### src/rtl/hpf_sample_feeder_if.sv
// Signal bundle between the ADC capture logic, hpf_sample_feeder and hpf_filter.
// slave = feeder side, master = the ADC/filter side that surrounds it.
interface hpf_sample_feeder_if #(
    parameter int Data_bits = 10,
    parameter int Depth     = 8
);
    localparam int FillW = $clog2(Depth) + 1;

    logic [Data_bits-1:0] adc_data_i;
    logic                 adc_valid_i;
    logic                 adc_ready_o;
    logic [Data_bits-1:0] data_o;
    logic                 data_valid_o;
    logic                 filter_done_i;
    logic [FillW-1:0]     fill_o;
    logic                 busy_o;
    logic                 timeout_o;

    modport slave (
        input  adc_data_i, adc_valid_i, filter_done_i,
        output adc_ready_o, data_o, data_valid_o, fill_o, busy_o, timeout_o
    );

    modport master (
        output adc_data_i, adc_valid_i, filter_done_i,
        input  adc_ready_o, data_o, data_valid_o, fill_o, busy_o, timeout_o
    );
endinterface

### src/rtl/hpf_sample_feeder.sv
// FIFO-buffered pacer that hands ADC samples to hpf_filter one at a time, waiting for done.
// Optional WAIT watchdog enabled by defining HPF_FEEDER_TIMEOUT_EN.
module hpf_sample_feeder #(
    parameter int Data_bits     = 10,
    parameter int Depth         = 8,
    parameter int TimeoutCycles = 16
) (
    input  logic                clk_i,
    input  logic                rst_ni,
    hpf_sample_feeder_if.slave  bus
);
    localparam int PtrW  = $clog2(Depth);
    localparam int FillW = PtrW + 1;
    localparam logic [FillW-1:0] DepthFill = FillW'(Depth);

    typedef enum logic [1:0] {
        IDLE  = 2'd0,
        ISSUE = 2'd1,
        WAIT  = 2'd2
    } state_e;

    state_e               state_q, state_d;
    logic [Data_bits-1:0] mem_q [Depth];
    logic [PtrW-1:0]      wr_ptr_q, wr_ptr_d;
    logic [PtrW-1:0]      rd_ptr_q, rd_ptr_d;
    logic [FillW-1:0]     fill_q, fill_d;
    logic                 ready_q, ready_d;
    logic [Data_bits-1:0] data_q, data_d;
    logic                 dv_q, dv_d;
    logic                 busy_q, busy_d;
    logic                 push_s;
    logic                 pop_s;
    logic                 limit_s;

    assign push_s = bus.adc_valid_i & ready_q;

`ifdef HPF_FEEDER_TIMEOUT_EN
    localparam int CntW = $clog2(TimeoutCycles + 1);
    localparam logic [CntW-1:0] CntLimit = CntW'(TimeoutCycles - 1);

    logic [CntW-1:0] wcnt_q, wcnt_d;
    logic            timeout_q, timeout_d;

    // wcnt_q counts WAIT cycles already spent, so the current WAIT cycle is number wcnt_q+1
    assign limit_s = (state_q == WAIT) && (wcnt_q == CntLimit);

    // Watchdog next state: count while waiting, latch the sticky flag when the limit wins
    always_comb begin
        wcnt_d    = {CntW{1'b0}};
        timeout_d = timeout_q;
        if (state_q == WAIT) begin
            wcnt_d = wcnt_q + CntW'(1);
        end else begin
            wcnt_d = {CntW{1'b0}};
        end
        if (limit_s && !bus.filter_done_i) begin
            timeout_d = 1'b1;
        end else begin
            timeout_d = timeout_q;
        end
    end

    // Watchdog registers
    always_ff @(posedge clk_i or negedge rst_ni) begin
        if (!rst_ni) begin
            wcnt_q    <= {CntW{1'b0}};
            timeout_q <= 1'b0;
        end else begin
            wcnt_q    <= wcnt_d;
            timeout_q <= timeout_d;
        end
    end

    assign bus.timeout_o = timeout_q;
`else
    // Watchdog compiled out: the limit is unreachable for any legal TimeoutCycles
    assign limit_s       = (TimeoutCycles < 0);
    assign bus.timeout_o = 1'b0;
`endif

    // Sequencer: pop the head in IDLE, pulse valid in ISSUE, hold in WAIT until done
    always_comb begin
        state_d = state_q;
        data_d  = data_q;
        pop_s   = 1'b0;
        case (state_q)
            IDLE: begin
                if (fill_q != {FillW{1'b0}}) begin
                    pop_s   = 1'b1;
                    data_d  = mem_q[rd_ptr_q];
                    state_d = ISSUE;
                end else begin
                    state_d = IDLE;
                end
            end
            ISSUE: begin
                state_d = WAIT;
            end
            WAIT: begin
                if (bus.filter_done_i) begin
                    state_d = IDLE;
                end else if (limit_s) begin
                    state_d = IDLE;
                end else begin
                    state_d = WAIT;
                end
            end
            default: begin
                state_d = IDLE;
            end
        endcase
        dv_d   = (state_d == ISSUE);
        busy_d = (state_d != IDLE);
    end

    // FIFO bookkeeping; a push never lands on the head being popped because full blocks push
    always_comb begin
        wr_ptr_d = wr_ptr_q;
        rd_ptr_d = rd_ptr_q;
        fill_d   = fill_q;
        if (push_s) begin
            wr_ptr_d = wr_ptr_q + PtrW'(1);
        end else begin
            wr_ptr_d = wr_ptr_q;
        end
        if (pop_s) begin
            rd_ptr_d = rd_ptr_q + PtrW'(1);
        end else begin
            rd_ptr_d = rd_ptr_q;
        end
        case ({push_s, pop_s})
            2'b10:   fill_d = fill_q + FillW'(1);
            2'b01:   fill_d = fill_q - FillW'(1);
            default: fill_d = fill_q;
        endcase
        ready_d = (fill_d < DepthFill);
    end

    // State, FIFO storage and registered outputs
    always_ff @(posedge clk_i or negedge rst_ni) begin
        if (!rst_ni) begin
            state_q  <= IDLE;
            wr_ptr_q <= {PtrW{1'b0}};
            rd_ptr_q <= {PtrW{1'b0}};
            fill_q   <= {FillW{1'b0}};
            ready_q  <= 1'b1;
            data_q   <= {Data_bits{1'b0}};
            dv_q     <= 1'b0;
            busy_q   <= 1'b0;
            for (int i = 0; i < Depth; i++) begin
                mem_q[i] <= {Data_bits{1'b0}};
            end
        end else begin
            state_q  <= state_d;
            wr_ptr_q <= wr_ptr_d;
            rd_ptr_q <= rd_ptr_d;
            fill_q   <= fill_d;
            ready_q  <= ready_d;
            data_q   <= data_d;
            dv_q     <= dv_d;
            busy_q   <= busy_d;
            if (push_s) begin
                mem_q[wr_ptr_q] <= bus.adc_data_i;
            end
        end
    end

    assign bus.adc_ready_o  = ready_q;
    assign bus.data_o       = data_q;
    assign bus.data_valid_o = dv_q;
    assign bus.fill_o       = fill_q;
    assign bus.busy_o       = busy_q;
endmodule

### src/flat_wrapper.sv
// flat-port wrapper written by rule: the top's interface ports become plain ports
module hpf_sample_feeder_flat 
#(
    parameter int Data_bits     = 10,
    parameter int Depth         = 8,
    parameter int TimeoutCycles = 16
)
  (clk_i, rst_ni, bus_adc_data_i, bus_adc_valid_i, bus_filter_done_i, bus_adc_ready_o, bus_data_o, bus_data_valid_o, bus_fill_o, bus_busy_o, bus_timeout_o);
  hpf_sample_feeder_if #(.Data_bits(Data_bits), .Depth(Depth)) bus_i ();
  input  logic clk_i;
  input  logic rst_ni;
  input wire logic [$bits(bus_i.adc_data_i)-1:0] bus_adc_data_i;
  input wire logic [$bits(bus_i.adc_valid_i)-1:0] bus_adc_valid_i;
  input wire logic [$bits(bus_i.filter_done_i)-1:0] bus_filter_done_i;
  output wire logic [$bits(bus_i.adc_ready_o)-1:0] bus_adc_ready_o;
  output wire logic [$bits(bus_i.data_o)-1:0] bus_data_o;
  output wire logic [$bits(bus_i.data_valid_o)-1:0] bus_data_valid_o;
  output wire logic [$bits(bus_i.fill_o)-1:0] bus_fill_o;
  output wire logic [$bits(bus_i.busy_o)-1:0] bus_busy_o;
  output wire logic [$bits(bus_i.timeout_o)-1:0] bus_timeout_o;
  assign bus_i.adc_data_i = bus_adc_data_i;
  assign bus_i.adc_valid_i = bus_adc_valid_i;
  assign bus_i.filter_done_i = bus_filter_done_i;
  assign bus_adc_ready_o = bus_i.adc_ready_o;
  assign bus_data_o = bus_i.data_o;
  assign bus_data_valid_o = bus_i.data_valid_o;
  assign bus_fill_o = bus_i.fill_o;
  assign bus_busy_o = bus_i.busy_o;
  assign bus_timeout_o = bus_i.timeout_o;
  hpf_sample_feeder #(.Data_bits(Data_bits), .Depth(Depth), .TimeoutCycles(TimeoutCycles)) u_core (.clk_i(clk_i), .rst_ni(rst_ni), .bus(bus_i));
endmodule
### config.mk
export PLATFORM = sky130hd
export DESIGN_NAME = hpf_sample_feeder_flat
export DESIGN_NICKNAME = d
export VERILOG_FILES = /design/src/rtl/hpf_sample_feeder_if.sv /design/src/rtl/hpf_sample_feeder.sv /design/src/flat_wrapper.sv
export SDC_FILE = /design/constraint.sdc
export NUM_CORES = 1
export LEC_CHECK = 0
export CORE_UTILIZATION = 30
export CTS_CLUSTER_DIAMETER = 40
export CTS_CLUSTER_SIZE = 30
export DETAILED_ROUTE_END_ITERATION = 8
export GPL_ROUTABILITY_DRIVEN = 0
export GPL_TIMING_DRIVEN = 1
export SKIP_CTS_REPAIR_TIMING = 1
export SLEW_MARGIN = 10
export SYNTH_ARGS = -nofsm -noshare
export SYNTH_HDL_FRONTEND = slang
export SYNTH_SLANG_ARGS = --single-unit
### constraint.sdc
create_clock -name clk_i -period 6.45 [get_ports clk_i]
set_input_delay 1.29 -clock clk_i [delete_from_list [all_inputs] [get_ports clk_i]]
set_output_delay 1.29 -clock clk_i [all_outputs]
set_load 0.01 [all_outputs]
==> impl_results.rst, run 1 <==
.. list-table::
   :header-rows: 1

   * - Metric
     - Value
   * - Final hold slack
     - approximately 0.47 ns
   * - Global-route wire length before repair
     - 16.4 mm
   * - Number of vias after detailed routing
     - 2827
   * - Number of placed I/O pins
     - 32
   * - Post-synth EDFFs
     - 0
   * - Maximum clock insertion buffer count
     - 2
   * - Worst endpoint required time
     - 6.74 ns
   * - Worst slew slack as a fraction of its limit
     - 0.262
   * - Result of the run
     - completed
   * - Total congestion overflow after global routing
     - 0
   * - Clock transition at the registers of the reported paths
     - 0.07 ns
   * - Total power draw
     - 0.00301 W
   * - Post-Syn Area
     - ~0.0048 mm^2
   * - Net count after synthesis
     - 371
   * - TNS Setup
     - 0 ns
   * - Count of nets after finishing
     - approximately 400
   * - Number of port buffers
     - 30
   * - Fraction of final layout cells sized beyond drive strength 1
     - 0.289
   * - Global router's overall resource usage
     - 0.134
   * - Library cell used as clock root buffer
     - sky130_fd_sc_hd__clkbuf_16
   * - Layout area overhead
     - 17.0%
   * - Cell Area, Placed
     - 0.00526 mm^2
   * - Vias in the first global route
     - 3039
   * - Worst-Margin Slew
     - about 1.1 ns
   * - Routed Wire Length
     - 9.94 mm
   * - Min-Delay Path Class
     - reg2reg
   * - Count of yosys warnings during synthesis
     - 0
   * - Depth of the CTS H-tree
     - 3
   * - Signal arrival time at the worst endpoint
     - about 3.6 ns
   * - Die height
     - 128 um
   * - Number of inserted filler cells in the final layout
     - 1471
   * - Clock latency reported for the late side of the worst-skew pair
     - 0.35 ns
   * - Crit path max fanout
     - 7
   * - Share of the yosys chip area belonging to registers
     - 0.552
   * - Worst vdd rail ir drop
     - 0.153 mV
   * - Proportion of netlist area held by the largest area contributor
     - 0.546
   * - Most instantiated flip-flop cell in the synthesis netlist
     - sky130_fd_sc_hd__dfrtp_1
   * - Footprint of the flip-flops and latches
     - 0.00263 mm^2
   * - Number of antenna violations at the first check in global routing
     - 0
   * - Element type at the critical path end
     - flip-flop
   * - Maximum operating frequency
     - 0.301 GHz
   * - Iteration-0 DRC Markers
     - between 150 and 200
   * - # diodes
     - 0
   * - Post-synthesis average cell area
     - 13.6 um^2
   * - Unrepaired setup endpoints after global routing
     - false
   * - Area of the multi-input gates
     - 0.00203 mm^2
   * - Distinct cell type count after synthesis
     - 34
   * - Final antenna-violating net count
     - 0
   * - Met2 track demand over resource in global routing
     - 0.216
   * - Final instance area
     - ~0.0056 mm^2
   * - Final Slew Violations
     - 0
   * - Worst Setup Path Type
     - in2reg
   * - Area contributors post-synth
     - sky130_fd_sc_hd__dfrtp_1 (55%), sky130_fd_sc_hd__mux2_2 (18%), sky130_fd_sc_hd__mux2i_1 (8.6%), sky130_fd_sc_hd__a22oi_1 (3.2%), sky130_fd_sc_hd__nand2_1 (2.2%)
   * - Wire length per cell after detailed routing
     - 16.7 um
   * - Core footprint
     - 0.0154 mm^2
   * - Total of flip-flops plus latches after synthesis
     - between 100 and 150
   * - Number of sinks handled by clock tree synthesis
     - 105
   * - DRC violations left
     - 0
   * - Lkg Pwr
     - 2.46 nW
   * - Via density
     - between 4 and 5
   * - Starting density of the core
     - 0.310
   * - Skew final
     - 0.00740 ns
   * - Post-route clock period utilization
     - 0.516
   * - FP Rows
     - 45
   * - Max-cap violations
     - 0
   * - Grt met3 use
     - 0.0209
   * - Synth cell count leaders
     - sky130_fd_sc_hd__dfrtp_1 (104), sky130_fd_sc_hd__mux2_2 (78), sky130_fd_sc_hd__mux2i_1 (41)
   * - Overall die area
     - 0.0164 mm^2
   * - Cts bufs inserted
     - 9
   * - Width of the die
     - between 100 and 150 um
   * - Count of TritonRoute iterations in the first routing pass
     - 4
   * - Worst setup SP type
     - input pin
   * - Met1 Resource Use GR
     - 0.178
   * - Final critical path time including I/O delays and setup
     - 3.33 ns
   * - Cell count after synthesis
     - 351
   * - Async SR Flop Fraction
     - 1.00
   * - Detail Placement HPWL
     - 5.98 mm
   * - PD cells
     - 540 mW/mm^2
   * - TritonCTS clock tree
     - built
   * - Maximum number of pins on one net before global-route repair
     - 84
   * - Count of endpoints failing setup in the final report
     - 0
   * - Final hold violation count
     - 0
   * - GR peak layer
     - met2
   * - Library cell with the highest instance count after synthesis
     - sky130_fd_sc_hd__dfrtp_1
   * - Yosys top cell by area
     - sky130_fd_sc_hd__dfrtp_1
critical path, cell delays in order:
cell and delay (ns):
sky130_fd_sc_hd__clkdlybuf4s50_1 0.54, sky130_fd_sc_hd__nand2_4 0.13, sky130_fd_sc_hd__ha_1 0.30, sky130_fd_sc_hd__ha_1 0.30
sky130_fd_sc_hd__a21o_1 0.20, sky130_fd_sc_hd__a2111oi_0 0.52, sky130_fd_sc_hd__nand4b_1 0.20, sky130_fd_sc_hd__and2_1 0.14
registers in the layout (all words and copies together), names as in the netlist, named ones only:
register / cells
u_core.rd_ptr_q: 3
u_core.wr_ptr_q: 3
u_core.mem_q: 80
u_core.state_q: 2
u_core.bus.busy_o: 1
u_core.bus.fill_o: 3
u_core.bus.data_o: 10
u_core.bus.data_valid_o: 1
u_core.bus.adc_ready_o: 1
cells by family after synthesis:
logic type	count (synthesis)	synth area share
muxes	124	0.286
DFF	105	0.552
and+or+nand+nor	65	0.0733
AOI/OAI and AO/OA	24	0.0370
buffers and inverters	20	0.0226
adders and majority gates	6	0.0173
xor gates and xnor gates	6	0.0110
other	1	0.000787
placed cells by master, fill, tap and decap left out, drive strengths merged:
master / netlist / final
dfrtp: 104 / 104
mux2: 83 / 83
mux2i: 41 / 41
clkdlybuf4s50: 0 / 29
nand2: 29 / 29
a22oi: 20 / 20
nand3: 13 / 13
clkbuf: 5 / 10
xnor2: 6 / 6
inv: 4 / 6
nor2: 6 / 6
ha: 5 / 5
nor3: 5 / 5
buf: 11 / 4
nand2b: 3 / 3
or3: 2 / 2
and2: 2 / 2
nor2b: 2 / 2
bufinv: 0 / 2
nor4: 1 / 1
a21o: 1 / 1
a2111oi: 1 / 1
nand4b: 1 / 1
a21oi: 1 / 1
or4: 1 / 1
o21ai: 1 / 1
fa: 1 / 1
conb: 1 / 1
clkinv: 0 / 1
clkinvlp: 0 / 1
dfstp: 1 / 1
final timing paths:
kind	start	end	slack, ns	depth (start not counted)
max in group asynchronous	rst_ni	u_core.rd_ptr_q[0]$_DFFE_PN0N_	4.23	2
hold reg to reg	u_core.bus.data_o[9]$_DFFE_PN0N_	u_core.bus.data_o[9]$_DFFE_PN0N_	0.47	2
min in group asynchronous	rst_ni	u_core.bus.fill_o[2]$_DFFE_PN0N_	0.83	1
hold / removal	u_core.bus.data_o[9]$_DFFE_PN0N_	u_core.bus.data_o[9]$_DFFE_PN0N_	0.47	2
setup reg to reg	u_core.bus.fill_o[0]$_DFFE_PN0N_	u_core.bus.adc_ready_o$_DFF_PN1_	3.54	10
setup / recovery	bus_adc_valid_i	u_core.bus.adc_ready_o$_DFF_PN1_	3.12	8
where the power goes:
part / total, W / internal (W) / switching (W) / leakage [nW]
clock network: 0.000591 / 0.000343 / 0.000249 / 0.153
logic: 0.00123 / 0.000644 / 0.000588 / 1.03
registers: 0.00119 / 0.000996 / 0.000191 / 1.27
total: 0.00301 / 0.00198 / 0.00103 / 2.46
layer usage:
layer / routed length (um) / vias up
li1: - / 1313
met1: 4770 / 1453
met2: 4640 / 44
met3: 322 / 17
met4: 203 / 0
met5: 0 / -
layout make-up:
cell class                 count  area share
clock inverter                 6      0.0162
timing repair buffer          33      0.0574
tap                          211      0.0473
clock buffer                  10      0.0411
inverter                       4     0.00269
multi-input combinational    226       0.364
sequential                   105       0.472
stage by stage:
step / cells / setup WS [ns] / utilization
2_1_floorplan: 351 / 3.67 / -
3_3_place_gp: 579 / 3.01 / 0.342
3_5_place_dp: 579 / 2.78 / 0.342
4_1_cts: 595 / 3.15 / 0.363
5_1_grt: 595 / 2.92 / 0.363
6_report: 595 / 3.12 / 0.363
Power figures use the tool's default switching activity.
==> inputs of run 2 (changes only) <==
clock period = 2.84 ns   (was 6.45 ns; I/O delays follow)
==> run 2 against run 1 <==
Sequential cell count did not move. Global-route usage increased by 0.38 points. Sequential share of layout area decreased by 0.84 points. Clock skew up 0.0015 ns. Via count increased by 1.6%. Non-clock buffer count grew 17. Final cell count is 2.9% higher. Clock-buffer cell count down 1. Power increased by 130%. Critical path type is now reg2reg. Highest routed layer unchanged.
==> impl_results.rst, run 2 (synthesis gave the netlist of run 1 again) <==
.. list-table::
   :header-rows: 1

   * - Metric
     - Value
   * - Global-route wire length before repair
     - 16.7 mm
   * - Element type at the critical path end
     - flip-flop
   * - Number of antenna violations at the first check in global routing
     - 0
   * - TritonCTS clock tree
     - built
   * - Met2 track demand over resource in global routing
     - 0.216
   * - Master of the slowest instance on the critical path
     - sky130_fd_sc_hd__dfrtp_1
   * - Count of nets after finishing
     - 416
   * - Clock transition at the registers of the reported paths
     - 0.07 ns
   * - Via density
     - about 4.7
   * - Fraction of final layout cells sized beyond drive strength 1
     - 0.322
   * - Flip-flop count of the largest register, all copies and words added
     - 80
   * - Final hold violation count
     - 0
   * - Depth of the CTS H-tree
     - 3
   * - Number of vias after detailed routing
     - 2873
   * - Worst endpoint required time
     - 3.13 ns
   * - Top delay family on crit path
     - simple AND/OR/NAND/NOR gates
   * - Overall die area
     - 0.0164 mm^2
   * - PD cells
     - 1190 mW/mm^2
   * - Final critical path time including I/O delays and setup
     - 2.43 ns
   * - Maximum clock insertion buffer count
     - 2
   * - Vias in the first global route
     - 3086
   * - GR peak layer
     - met2
   * - Layout area overhead
     - 19.2%
   * - Detail Placement HPWL
     - 6.63 mm
   * - Skew final
     - 0.00891 ns
   * - Global router's overall resource usage
     - 0.137
   * - Maximum number of pins on one net before global-route repair
     - 47
   * - Count of TritonRoute iterations in the first routing pass
     - 4
   * - Count of endpoints failing setup in the final report
     - 0
   * - Worst Setup Path Type
     - reg2reg
   * - Starting density of the core
     - 0.310
   * - Unrepaired setup endpoints after global routing
     - false
   * - Worst-path cell chain
     - nor4_1, or3_1, inv_1, ha_1, ha_1, a21o_1, a2111oi_0, nand4b_1, and2_1
   * - Top library cells by usage in the layout, fill and taps aside
     - sky130_fd_sc_hd__dfrtp_1 (103), sky130_fd_sc_hd__mux2_2 (78), sky130_fd_sc_hd__mux2i_1 (41)
   * - Dpl cells
     - between 500 and 600
   * - FP Rows
     - 45
   * - Worst setup SP type
     - flip-flop
   * - TNS Setup
     - 0 ns
   * - Number of inserted filler cells in the final layout
     - 1503
   * - Core footprint
     - roughly 0.015 mm^2
   * - Worst vdd rail ir drop
     - 0.359 mV
   * - Reg-to-reg setup timing slack
     - 0.41 ns
   * - Lkg Pwr
     - 2.52 nW
   * - Most numerous cell on the critical path
     - sky130_fd_sc_hd__ha_1
   * - Final std cells w/o fill
     - between 600 and 700
   * - Min-Delay Path Class
     - in2async
   * - Post-route clock period utilization
     - 0.854
   * - Core utilization of the finished layout
     - 0.369
   * - Worst slew slack as a fraction of its limit
     - 0.506
   * - Crit-path max cell delay
     - 0.46 ns
   * - Biggest register
     - u_core.mem_q
   * - Total congestion overflow after global routing
     - 0
   * - # diodes
     - 0
   * - Clock latency reported for the late side of the worst-skew pair
     - between 0.3 and 0.4 ns
   * - Most common cell after layout, fill and taps aside
     - sky130_fd_sc_hd__dfrtp_1
   * - Wire length per cell after detailed routing
     - around 17 um
   * - Total power draw
     - 0.00677 W
   * - Met1 Resource Use GR
     - 0.182
   * - Cts bufs inserted
     - 9
   * - Width of the die
     - 128 um
   * - Die height
     - 128 um
   * - Final antenna-violating net count
     - 0
   * - Crit path max fanout
     - 5
   * - Final Slew Violations
     - 0
   * - Worst-Margin Slew
     - 0.741 ns
   * - Routed Wire Length
     - 10.3 mm
   * - DRC violations left
     - 0
   * - Number of sinks handled by clock tree synthesis
     - 105
   * - Maximum operating frequency
     - around 0.41 GHz
   * - Iteration-0 DRC Markers
     - 134
   * - Grt met3 use
     - 0.0284
   * - Number of placed I/O pins
     - 32
   * - Number of port buffers
     - 30
   * - Library cell used as clock root buffer
     - sky130_fd_sc_hd__clkbuf_16
   * - Signal arrival time at the worst endpoint
     - roughly 2.7 ns
   * - Buffers & Inverters on Critical Path
     - 1
   * - Max-cap violations
     - 0
   * - Result of the run
     - completed
[run 2: changes by cell type in the layout (fill, tap and decap cells not counted)]
| cell | previous run | this run |
|---|---|---|
| sky130_fd_sc_hd__clkinvlp_4 | 1 | 5 |
| sky130_fd_sc_hd__clkbuf_1 | 1 | 0 |
| sky130_fd_sc_hd__bufinv_16 | 2 | 0 |
| sky130_fd_sc_hd__buf_4 | 4 | 20 |
| sky130_fd_sc_hd__clkinv_2 | 1 | 0 |
| sky130_fd_sc_hd__buf_12 | 0 | 1 |
[run 2: layer usage]
metal,vias up,part of all wire
li1,1345,-
met1,1483,0.49
met2,31,0.47
met3,14,0.023
met4,0,0.020
met5,-,0
[run 2: final timing paths]
path                                                     to  cells after the start                             start
hold reg to reg            u_core.bus.data_o[7]$_DFFE_PN0N_                      2  u_core.bus.data_o[7]$_DFFE_PN0N_
max in group asynchronous  u_core.bus.adc_ready_o$_DFF_PN1_                      2                            rst_ni
min in group clk_i         u_core.bus.data_o[7]$_DFFE_PN0N_                      2  u_core.bus.data_o[7]$_DFFE_PN0N_
hold / removal                  u_core.state_q[0]$_DFF_PN0_                      1                            rst_ni
setup / recovery           u_core.bus.adc_ready_o$_DFF_PN1_                      9  u_core.bus.fill_o[0]$_DFFE_PN0N_
setup reg to reg           u_core.bus.adc_ready_o$_DFF_PN1_                      9  u_core.bus.fill_o[0]$_DFFE_PN0N_
[run 2: where the power goes]
group,switching [W],internal (W)
Sequential,0.000447,0.00226
Clock,0.000577,0.000601
Combinational,0.00135,0.00153
[run 2: through the flow]
stage          cell area (um^2)  hold slack [ns]  setup slack (ns)
3_3_place_gp               5400            0.461             0.289
6_report                   5680            0.205             0.415
4_1_cts                    5680            0.224             0.394
2_1_floorplan              4760            0.272            0.0841
3_5_place_dp               5400            0.469             0.180
5_1_grt                    5680            0.251             0.249
[run 2: layout make-up]
type / count / area [um^2] / area share
Timing Repair Buffer: 50 / 460 / 0.0811
Tap cell: 211 / 264 / 0.0465
Clock buffer: 9 / 225 / 0.0397
Clock inverter: 7 / 55.1 / 0.00970
Inverter: 4 / 15.0 / 0.00264
Sequential cell: 105 / 2630 / 0.463
Multi-Input combinational cell: 226 / 2030 / 0.357
==> inputs of run 3 (changes only) <==
CTS_CLUSTER_DIAMETER = default   (was 40)
==> results of run 3 <==
The final DEF is identical to that of run 2; final timing and power are the same.
